$ cat src/rtl/difficulty_menu_ctrl.sv
// Difficulty-selection menu sequencer: scroll a pending level, confirm it through the popup, then commit and start the game.
// Optional build macro MENU_TIMEOUT_EN adds a popup wait timeout of TIMEOUT_CYCLES clocks (treated as cancel).
module difficulty_menu_ctrl #(
    parameter int NUM_LEVELS     = 4,
    parameter int LEVEL_W        = 4,
    parameter int DEFAULT_LEVEL  = 0,
    parameter int TIMEOUT_CYCLES = 50000000
) (
    input  logic               clk,
    input  logic               rst,
    input  logic               btn_up,
    input  logic               btn_down,
    input  logic               btn_select,
    input  logic               btn_back,
    input  logic               popup_confirmed,
    input  logic               popup_canceled,
    output logic               popup_activate,
    output logic [15:0]        popup_msg,
    output logic [LEVEL_W-1:0] pending_level,
    output logic [LEVEL_W-1:0] level,
    output logic               level_valid,
    output logic               game_start,
    output logic               busy,
    output logic [2:0]         state_dbg
);

    typedef enum logic [2:0] {
        S_SELECT = 3'd0,
        S_ASK    = 3'd1,
        S_WAIT   = 3'd2,
        S_COMMIT = 3'd3,
        S_RUN    = 3'd4
    } state_t;

    localparam logic [LEVEL_W-1:0] MAX_LEVEL = LEVEL_W'(NUM_LEVELS - 1);
    localparam logic [LEVEL_W-1:0] RST_LEVEL = LEVEL_W'(DEFAULT_LEVEL);

    // Button vector order: 0=up, 1=down, 2=select, 3=back
    localparam int BTN_UP  = 0;
    localparam int BTN_DN  = 1;
    localparam int BTN_SEL = 2;
    localparam int BTN_BK  = 3;

    state_t             state_reg, state_next;
    logic [LEVEL_W-1:0] pending_level_reg, pending_level_next;
    logic [LEVEL_W-1:0] level_reg, level_next;
    logic [3:0]         btn_now, btn_prev_reg, btn_edge;
    logic               timeout_hit;

    assign btn_now = {btn_back, btn_select, btn_down, btn_up};

    genvar gi;
    generate
        for (gi = 0; gi < 4; gi++) begin : g_edge
            assign btn_edge[gi] = btn_now[gi] & ~btn_prev_reg[gi];
        end
    endgenerate

`ifdef MENU_TIMEOUT_EN
    localparam int CNT_W = $clog2(TIMEOUT_CYCLES) + 1;
    logic [CNT_W-1:0] timeout_cnt_reg;

    // Cleared while in ASK so the count starts at zero on the first WAIT cycle
    always_ff @(posedge clk) begin
        if (rst) begin
            timeout_cnt_reg <= '0;
        end else if (state_reg == S_ASK) begin
            timeout_cnt_reg <= '0;
        end else if (state_reg == S_WAIT) begin
            timeout_cnt_reg <= timeout_cnt_reg + 1'b1;
        end
    end

    assign timeout_hit = (state_reg == S_WAIT) &&
                         (timeout_cnt_reg == CNT_W'(TIMEOUT_CYCLES - 1));
`else
    assign timeout_hit = 1'b0;
`endif

    always_ff @(posedge clk) begin
        if (rst) begin
            state_reg         <= S_SELECT;
            pending_level_reg <= RST_LEVEL;
            level_reg         <= RST_LEVEL;
            btn_prev_reg      <= '1;
        end else begin
            state_reg         <= state_next;
            pending_level_reg <= pending_level_next;
            level_reg         <= level_next;
            btn_prev_reg      <= btn_now;
        end
    end

    always_comb begin
        state_next         = state_reg;
        pending_level_next = pending_level_reg;
        level_next         = level_reg;
        case (state_reg)
            S_SELECT: begin
                if (btn_edge[BTN_SEL]) begin
                    state_next = S_ASK;
                end else if (btn_edge[BTN_UP] && !btn_edge[BTN_DN]) begin
                    if (pending_level_reg != MAX_LEVEL)
                        pending_level_next = pending_level_reg + 1'b1;
                end else if (btn_edge[BTN_DN] && !btn_edge[BTN_UP]) begin
                    if (pending_level_reg != '0)
                        pending_level_next = pending_level_reg - 1'b1;
                end
            end
            S_ASK: begin
                state_next = S_WAIT;
            end
            S_WAIT: begin
                // Cancel beats confirm; a real response beats the timeout
                if (popup_canceled) begin
                    state_next = S_SELECT;
                end else if (popup_confirmed) begin
                    state_next = S_COMMIT;
                    level_next = pending_level_reg;
                end else if (timeout_hit) begin
                    state_next = S_SELECT;
                end
            end
            S_COMMIT: begin
                state_next = S_RUN;
            end
            S_RUN: begin
                if (btn_edge[BTN_BK])
                    state_next = S_SELECT;
            end
            default: begin
                state_next = S_SELECT;
            end
        endcase
    end

    // Outputs are decodes of the state register, so each pulse lasts exactly one state
    assign popup_activate = (state_reg == S_ASK);
    assign game_start     = (state_reg == S_COMMIT);
    assign level_valid    = (state_reg == S_RUN);
    assign busy           = (state_reg == S_ASK) || (state_reg == S_WAIT) ||
                            (state_reg == S_COMMIT);
    assign state_dbg      = state_reg;
    assign pending_level  = pending_level_reg;
    assign level          = level_reg;
    assign popup_msg      = {8'hD1, 8'(pending_level_reg)};

endmodule

$ cat config.mk
export PLATFORM = sky130hd
export DESIGN_NAME = difficulty_menu_ctrl
export DESIGN_NICKNAME = d
export VERILOG_FILES = /design/src/rtl/difficulty_menu_ctrl.sv
export SDC_FILE = /design/constraint.sdc
export NUM_CORES = 1
export LEC_CHECK = 0
export BUFFER_PORTS_ARGS = -buffer_cell sky130_fd_sc_hd__buf_2
export CORE_UTILIZATION = 51
export CTS_BUF_LIST = sky130_fd_sc_hd__clkbuf_8
export CTS_CLUSTER_SIZE = 30
export DETAILED_ROUTE_END_ITERATION = 7
export MAX_ROUTING_LAYER = met4
export PLACE_DENSITY = 0.86
export SYNTH_ARGS = -nofsm -noshare
export SYNTH_HDL_FRONTEND = slang
export SYNTH_SLANG_ARGS = --single-unit
$ cat constraint.sdc
create_clock -name clk -period 5.9 [get_ports clk]
set_input_delay 1.475 -clock clk [delete_from_list [all_inputs] [get_ports clk]]
set_output_delay 1.475 -clock clk [all_outputs]
set_load 0.02 [all_outputs]
==> impl_metrics.tcl <==
set metrics [dict create \
    setup_viol 0 \
    synthTopCellsByArea "dfxtp_1 (34%), buf_4 (14%), mux2i_1 (8.0%), ha_1 (5.7%), nor2_1 (5.6%)" \
    clock_latency_ns 0.24 \
    fin_crit_sh_pct 55.2 \
    vias 676 \
    n_antenna_cell 0 \
    path_clk_slew_ns 0.06 \
    synthesis.area_sq_um 872 \
    holdWs_ns 0.501 \
    finalPower_mw 0.229 \
    drt_wl_total_mm 1.57 \
    cts_root_buffer "clkbuf_8" \
    die_w_microns 43.4 \
    die_h_microns 43.4 \
    dr.pass1.iters 6 \
    grt_overflow_total 0 \
    path_cells "buf_2 > nor2b_1 > ha_1 > inv_1 > ha_1 > a211oi_1 > o22ai_1 > or3_1 > a21oi_1" \
    p_sw_mw 0.0639 \
    yosys_register_bits 15 \
    synth_top_area_cell "dfxtp_1" \
    cts_hold_buf 0 \
    area_delta_synth_final_pct 11.5 \
    ys_seq_area_share_pct 34.4 \
    instances_no_fill 132 \
    rsz0062_at_grt "false" \
    cts_tree "built" \
    critical_path_arrival_ns 3.43 \
    yosysMostFrequentCell "buf_4" \
    grt_pass1_vias 608 \
    clk_path_buf_depth 2 \
    numCtsBuffers 3 \
    violations "DRC" \
    finClkSkew_ns 0.000374 \
    path_buf_inv 2 \
    dp_slack_ns 2.47 \
    slowest_stage "ha_1" \
    yosysWarnings 0 \
    antenna_found_initial 0 \
    crit_top_cell "ha_1" \
    critPathRequiredTime_ns 6.08 \
    gp_congestion 0.822 \
    synth_cell_types 31 \
    fin_area_sq_um 972 \
    power.density_mw_per_mm2 236 \
    worstSetupPathType "in2reg" \
    rows 14 \
    synth_flop_cell "dfxtp_1" \
    min_period_ns 3.25 \
    cp_max_fo 6 \
    initial_core_util_pct 55.9 \
    seq_power_share_pct 47.6 \
    synth_edf_count 0 \
    htree_levels 1 \
    pwr-share-comb_pct 17.6 \
    final_core_util_pct 62.4 \
    crit_family "adder cells" \
    routedWlPerCell_microns 11.9 \
    power.share.clock_pct 34.7 \
    antenna_left 0 \
    port_buffers 26 \
    coreArea_sq_mm 0.00156 \
    clkSinkCount 15 \
    cp-start-kind "primary input" \
    p_sw_share_pct 27.9 \
    max_stage_delay_ns 0.35 \
    post-dp-hpwl_mm 1.14 \
    fmax_mhz 307 \
    drv_slew 0 \
    total_leakage_power_nw 0.509 \
    cts_resized 0 \
    hold_viol_final 0 \
    yosys.area.top_type_share_pct 34.4 \
    dp.cells 128 \
    maxCapViolCount 0 \
    netlist_instances 95 \
    setup_tns_ns 0 \
    end_kind "flip-flop" \
    drc 8 \
    final_nets 129 \
    fin_ws_ns 2.65 \
    avgSynthCellArea_sq_um 9.18 \
    grt_max_degree 16 \
    gr-usage-all-layers_pct 19.1 \
    drive_gt1_share_pct 32.8 \
    avgViaCountPerCell 5.12 \
    die_area_sq_mm 0.00188 \
    p_int_mw 0.166 \
    yosys-top-cells-count "buf_4 (16), dfxtp_1 (15), nor2_1 (13)" \
    vdd.ir_drop.worst_v 0.000146 \
    postCtsSetupRepairBufs 0 \
    drt_iter0_drc 17 \
    synth-async-reset-ratio_pct 0 \
    ios 39 \
    grt_pass1_wl_mm 2.56 \
    outcome "finished with violations" \
    place_area_sq_um 927 \
    hold_path.class "reg2reg" \
]
## path summary, 6_finish.rpt
| path | startpoint | end | slack [ns] | cells past startpoint |
|---|---|---|---|---|
| setup / recovery | btn_up | pending_level[3] | 2.65 | 9 |
| hold / removal | level[0] | level[0] | 0.50 | 2 |
| setup reg to reg | btn_prev_reg[0] | pending_level[3] | 3.69 | 8 |
| hold reg to reg | level[0] | level[0] | 0.50 | 2 |
## cell families (layout without fill, tap and decap cells)
| group | Yosys count | in the layout | synth area share, % |
|---|---|---|---|
| AOI/OAI and AO/OA | 10 | 10 | 9.61 |
| xor gates and xnor gates | 3 | 3 | 3.01 |
| adders and majority gates | 4 | 4 | 5.74 |
| buffers and inverters | 20 | 31 | 15.6 |
| DFF | 15 | 15 | 34.4 |
| muxes | 7 | 7 | 8.03 |
| other | 2 | 12 | 0.861 |
| and+or+nand+nor | 34 | 34 | 22.7 |
## worst register-to-register path, stage by stage, from the launching register on
cell,delay [ns]
dfxtp_1,0.30
nor2b_1,0.16
ha_1,0.33
inv_1,0.11
ha_1,0.35
a211oi_1,0.28
o22ai_1,0.14
or3_1,0.33
a21oi_1,0.14
## routing by layer
metal	wire, microns	track usage [%]	vias up	part of all wire (%)
li1	-	-	328	-
met1	628	19.6	314	40
met2	814	33.6	32	52
met3	108	7.50	2	6.9
met4	17	5.63	0	1.1
met5	0	-	-	0
## cells in the final DEF (no fill, tap or decap), drive strengths merged, types with 3 or more instances in the layout
cell / instances
dfxtp: 15
conb: 12
nor2b: 4
mux2i: 7
or2: 4
nor3: 3
ha: 4
clkbuf: 3
a21oi: 3
nor2: 14
buf: 26
## power groups by stage
| stage | combinational (mW) | sequential (mW) | clock (mW) |
|---|---|---|---|
| 5_1_grt | 0.0441 | 0.110 | 0.0873 |
| 2_1_floorplan | 0.0375 | 0.112 | 0 |
| 6_report | 0.0404 | 0.109 | 0.0797 |
| 4_1_cts | 0.0406 | 0.109 | 0.0829 |
| 3_5_place_dp | 0.0401 | 0.112 | 0 |
| 3_3_place_gp | 0.0387 | 0.111 | 0 |
## final cells by class
| class | count | area, sq um |
|---|---|---|
| flip-flops and latches | 15 | 300 |
| well taps | 16 | 20.0 |
| multi-input cells | 70 | 473 |
| clock buffers | 3 | 41.3 |
| clock inverters | 1 | 3.75 |
| inverters | 1 | 3.75 |
| fillers | 147 | 587 |
| repair buffers | 26 | 130 |
No activity file was read; power rests on OpenSTA's default activity.
